==> src/rtl/ram_port_arbiter_pkg.sv <==
// oric_ram_pkg: shared state type and clear-pattern constants for the main-RAM port arbiter
package oric_ram_pkg;
  typedef enum logic {CLEAR, RUN} arb_state_t;
  localparam logic [7:0] PAT_LO = 8'h00;
  localparam logic [7:0] PAT_HI = 8'hFF;
  function automatic logic [7:0] pat_byte(input logic hi);
    return hi ? PAT_HI : PAT_LO;
  endfunction
endpackage

==> src/rtl/ram_port_arbiter.sv <==
// ram_port_arbiter: clears main RAM after reset, then shares its port between the core and the TAP injector (RAM_CLEAR_PATTERN_EN selects the Oric power-up clear pattern)
module ram_port_arbiter
  import oric_ram_pkg::*;
#(
  parameter int         ADDR_W    = 16,
  parameter logic [7:0] CLEAR_VAL = 8'h01
) (
  input  logic              clk_sys,
  input  logic              RESET,
  input  logic              start_clear,
  input  logic [ADDR_W-1:0] cpu_ad,
  input  logic [7:0]        cpu_d,
  input  logic              cpu_we,
  input  logic              cpu_free,
  input  logic              inj_req,
  input  logic [ADDR_W-1:0] inj_addr,
  input  logic [7:0]        inj_data,
  output logic              inj_ack,
  output logic [ADDR_W-1:0] ram_ad,
  output logic [7:0]        ram_d,
  output logic              ram_we,
  output logic              clearing,
  output logic              clear_done
);
  arb_state_t        state;
  logic [ADDR_W-1:0] cnt;
  logic [7:0]        clr_d;
`ifdef RAM_CLEAR_PATTERN_EN
  assign clr_d = pat_byte(cnt[7]);
`else
  assign clr_d = CLEAR_VAL;
`endif
  // clear sweep, then clear request > inject in a free slot > core passthrough
  always_ff @(posedge clk_sys) begin
    if (RESET) begin
      state      <= CLEAR;
      cnt        <= '0;
      ram_we     <= 1'b0;
      ram_ad     <= '0;
      ram_d      <= CLEAR_VAL;
      inj_ack    <= 1'b0;
      clear_done <= 1'b0;
      clearing   <= 1'b1;
    end else begin
      inj_ack    <= 1'b0;
      clear_done <= 1'b0;
      if (start_clear) begin
        state    <= CLEAR;
        cnt      <= '0;
        ram_we   <= 1'b0;
        clearing <= 1'b1;
      end else if (state == CLEAR) begin
        ram_ad <= cnt;
        ram_d  <= clr_d;
        ram_we <= 1'b1;
        cnt    <= cnt + 1'b1;
        if (&cnt) begin
          state      <= RUN;
          clearing   <= 1'b0;
          clear_done <= 1'b1;
        end
      end else if (cpu_free && inj_req) begin
        ram_ad  <= inj_addr;
        ram_d   <= inj_data;
        ram_we  <= 1'b1;
        inj_ack <= 1'b1;
      end else begin
        ram_ad <= cpu_ad;
        ram_d  <= cpu_d;
        ram_we <= cpu_we;
      end
    end
  end
endmodule

==> config.mk <==
export PLATFORM = sky130hd
export DESIGN_NAME = ram_port_arbiter
export DESIGN_NICKNAME = d
export VERILOG_FILES = /design/src/rtl/ram_port_arbiter_pkg.sv /design/src/rtl/ram_port_arbiter.sv
export SDC_FILE = /design/constraint.sdc
export NUM_CORES = 1
export LEC_CHECK = 0
export CAP_MARGIN = 10
export CORE_ASPECT_RATIO = 1.2
export CORE_MARGIN = 2
export CORE_UTILIZATION = 43
export CTS_BUF_LIST = sky130_fd_sc_hd__clkbuf_8 sky130_fd_sc_hd__clkbuf_16
export DETAILED_ROUTE_END_ITERATION = 7
export PLACE_DENSITY = 0.75
export SYNTH_ARGS = -nofsm -noshare
export SYNTH_HDL_FRONTEND = slang
export SYNTH_SLANG_ARGS = --single-unit
==> constraint.sdc <==
create_clock -name clk_sys -period 1.8 [get_ports clk_sys]
set_input_delay 0.36 -clock clk_sys [delete_from_list [all_inputs] [get_ports clk_sys]]
set_output_delay 0.36 -clock clk_sys [all_outputs]
set_load 0.01 [all_outputs]
==> impl_results.md <==
- Synth Flop Type: dfxtp_1
- Library cells used by synthesis: 38
- Routed vias: 2,139
- Routed WL: 6.38 mm
- Final hold violations: 0
- Grt met1 use: 30.4%
- Max cap viols: 0
- Post-synth ARST share: 0%
- H-tree depth: 2
- IO Pins: 82
- Clock-pin slew of the registers on the worst-case setup and hold paths: 0.08 ns
- Setup tns final: 0 ns
- CTS tree: yes
- Layout cell share with drive strength beyond 1: 8.41%
- Kind of launch point of the worst setup path: flop
- Most Crowded Layer GR: met2
- WP data arrival: 1.20 ns
- Remaining Overflow, GRT: 0
- Gates resized, CTS repair: 0
- Drt pass-1 iters: 4
- Routing usage on met2: 38.9%
- CTS root buffer: clkbuf_8
- Routability congestion estimate: 0.831
- Vias in the first global route: 2,029
- Syn Nets: 302
- Final cell count without fillers: 391
- Clk_lat worst skew: 0.30 ns
- Max Buffers Root-to-Sink: 2
- Die area: 0.00549 mm^2
- Req. time, crit path: 1.44 ns
- Slew HR: 71.6%
- Global-route wire length before repair: 9.87 mm
- Mapped Area: 0.00211 mm^2
- VDD IR max: 0.375 mV
- Area of the multi-input gates: 0.00112 mm^2
- Leakage: 1.17 nW
- Placed Area: 0.00308 mm^2
- Post-route worst setup slack: 0.240 ns
- Met3 usage: 4.71%
- Fill cell count: 401
- Fin Clk Skew: 0.00428 ns
- Post-synth EDFFs: 0
- Crit path buf inv count: 1
- Clock sink count: 45
- DRT iter0 DRCs: 90
- Number of synthesis warnings: 0
- Crit path max-delay family: buffers and inverters
- CTS Hold Bufs: 0
- Starting Density: 45.3%
- Status: finished, final reports clean
- Input/output buffers: 81
- CP Capture Type: output pin
- Core area: 0.00466 mm^2
- Critical path peak fanout: 2
- PwrDens: 635 mW/mm^2
- Peak Freq: 641 MHz
- DRC viols: 0
- FF+latch count, synth: 45
- Period utilisation layout: 86.7%
- Final nets: 387
- Min-Delay Path Class: flop to flop
- Final Critical Period: 1.56 ns
- Critical path cell sequence: clkdlybuf4s50_1
- Initial antenna violation count: 0
- Measured slew at the worst slew-check pin: 0.425 ns
- Largest net degree at the start of global routing: 27
- Area growth syn-to-layout: 51.2%
- Routed Antenna Nets: 0
- Cell count after synthesis: 247
- Via density per instance: 5.47
- Row Count: 27
- Detailed Place HPWL: 4.64 mm
- Critical path class: flop to output pin
- Hold WS: 0.462 ns
- Mean Syn Cell Area: 8.55 um^2
- Setup repair after global routing missed its margin: false
- Crit path largest cell delay: 0.54 ns
- Die W: 68.0 um
- Final Setup Violations: 0
- Fin. max-slew vios: 0
- Gr usage total: 23.8%
- Die height: 80.8 um
- Cts bufs inserted: 5
- Register area: 901 um^2
- Max stage delay cell, worst path: clkdlybuf4s50_1
- Diode count: 0
- Dpl ws: 0.0101 ns
- Register area share after synthesis: 42.7%
- Final instance area: 0.00319 mm^2
- Placed Instances: 383
- Setup bufs post-CTS: 0
- Routed WL per cell: 16.3 um
-- logic make-up (layout without fill, tap and decap cells) --
logic type | count (synthesis) | count (layout) | share of synthesized area (%)
XOR/XNOR | 10 | 10 | 4.15
multiplexers | 8 | 8 | 4.21
adder cells (fa/ha/maj) | 1 | 1 | 0.592
buffers and inverters | 22 | 108 | 4.09
AND/OR/NAND/NOR | 108 | 108 | 25.2
flip-flops | 45 | 45 | 42.7
AO/OA/AOI/OAI | 53 | 53 | 19.1
-- final timing paths --
check,start,to,slack [ns],cells after the start
setup / recovery,ram_ad[10],ram_ad[10],0.24,1
hold / removal,clearing,clearing,0.46,1
setup reg to reg,cnt[0],cnt[14],0.25,5
hold reg to reg,clearing,clearing,0.46,1
-- layout make-up --
class                   instances  share of cell area, %
multi-input cells             180                   35.2
repair buffers                 97                   30.3
clock inverters                 2                   1.06
clock buffers                   6                   2.59
flip-flops and latches         45                   28.2
well taps                      58                   2.27
inverters                       3                  0.353
-- metrics by stage --
step           util (%)  power, mW
3_5_place_dp       66.0       1.26
2_1_floorplan         -       1.10
6_report           68.5       2.03
3_3_place_gp       66.0       1.26
4_1_cts            68.5       2.05
5_1_grt            68.5       2.11
-- flip-flops by register name (all words and copies together) (netlist names) --
signal,cells
ram_we,1
state,1
clearing,1
clear_done,1
ram_ad,16
inj_ack,1
cnt,16
ram_d,8
-- where the power goes --
part           switching, mW  internal [mW]  leakage, nW
sequential           0.00322          0.999        0.363
clock                  0.344          0.447       0.0626
combinational         0.0880          0.148        0.740
total                  0.436           1.59         1.17
-- per-layer routing --
metal | wire, um | share of wire (%)
met3 | 422 | 6.6
met4 | 149 | 2.3
met1 | 2760 | 43
met2 | 3050 | 48
met5 | 0 | 0
-- placed cells by master (no fill, tap or decap), drive strengths merged, types with 16 or more instances in the layout --
master         netlist  routed
clkdlybuf4s50        0      81
dfxtp               45      45
nor2                39      39
nand2               25      25
and3                18      18
a211oi              16      16
o32ai               16      16
buf                  7      16
-- synth_stat cells (2+ instances only) --
cell type | count | area, um^2
a21oi_1 | 4 | 20.0
a211oi_1 | 16 | 120
inv_1 | 3 | 11.3
or2_1 | 2 | 12.5
xnor2_1 | 3 | 26.3
a31oi_1 | 2 | 12.5
nor3_2 | 2 | 20.0
buf_1 | 4 | 15.0
o32ai_1 | 16 | 140
mux2_1 | 7 | 78.8
or3_1 | 3 | 18.8
nand2_1 | 25 | 93.8
o21ai_0 | 2 | 10.0
xor2_1 | 7 | 61.3
buf_2 | 3 | 15.0
nand3_1 | 3 | 15.0
nor4_1 | 2 | 12.5
clkbuf_1 | 12 | 45.0
nand4_1 | 7 | 43.8
nor2_1 | 39 | 146
a22oi_1 | 7 | 52.6
and3_1 | 18 | 113
dfxtp_1 | 45 | 901
(Power assumes the default switching activity.)
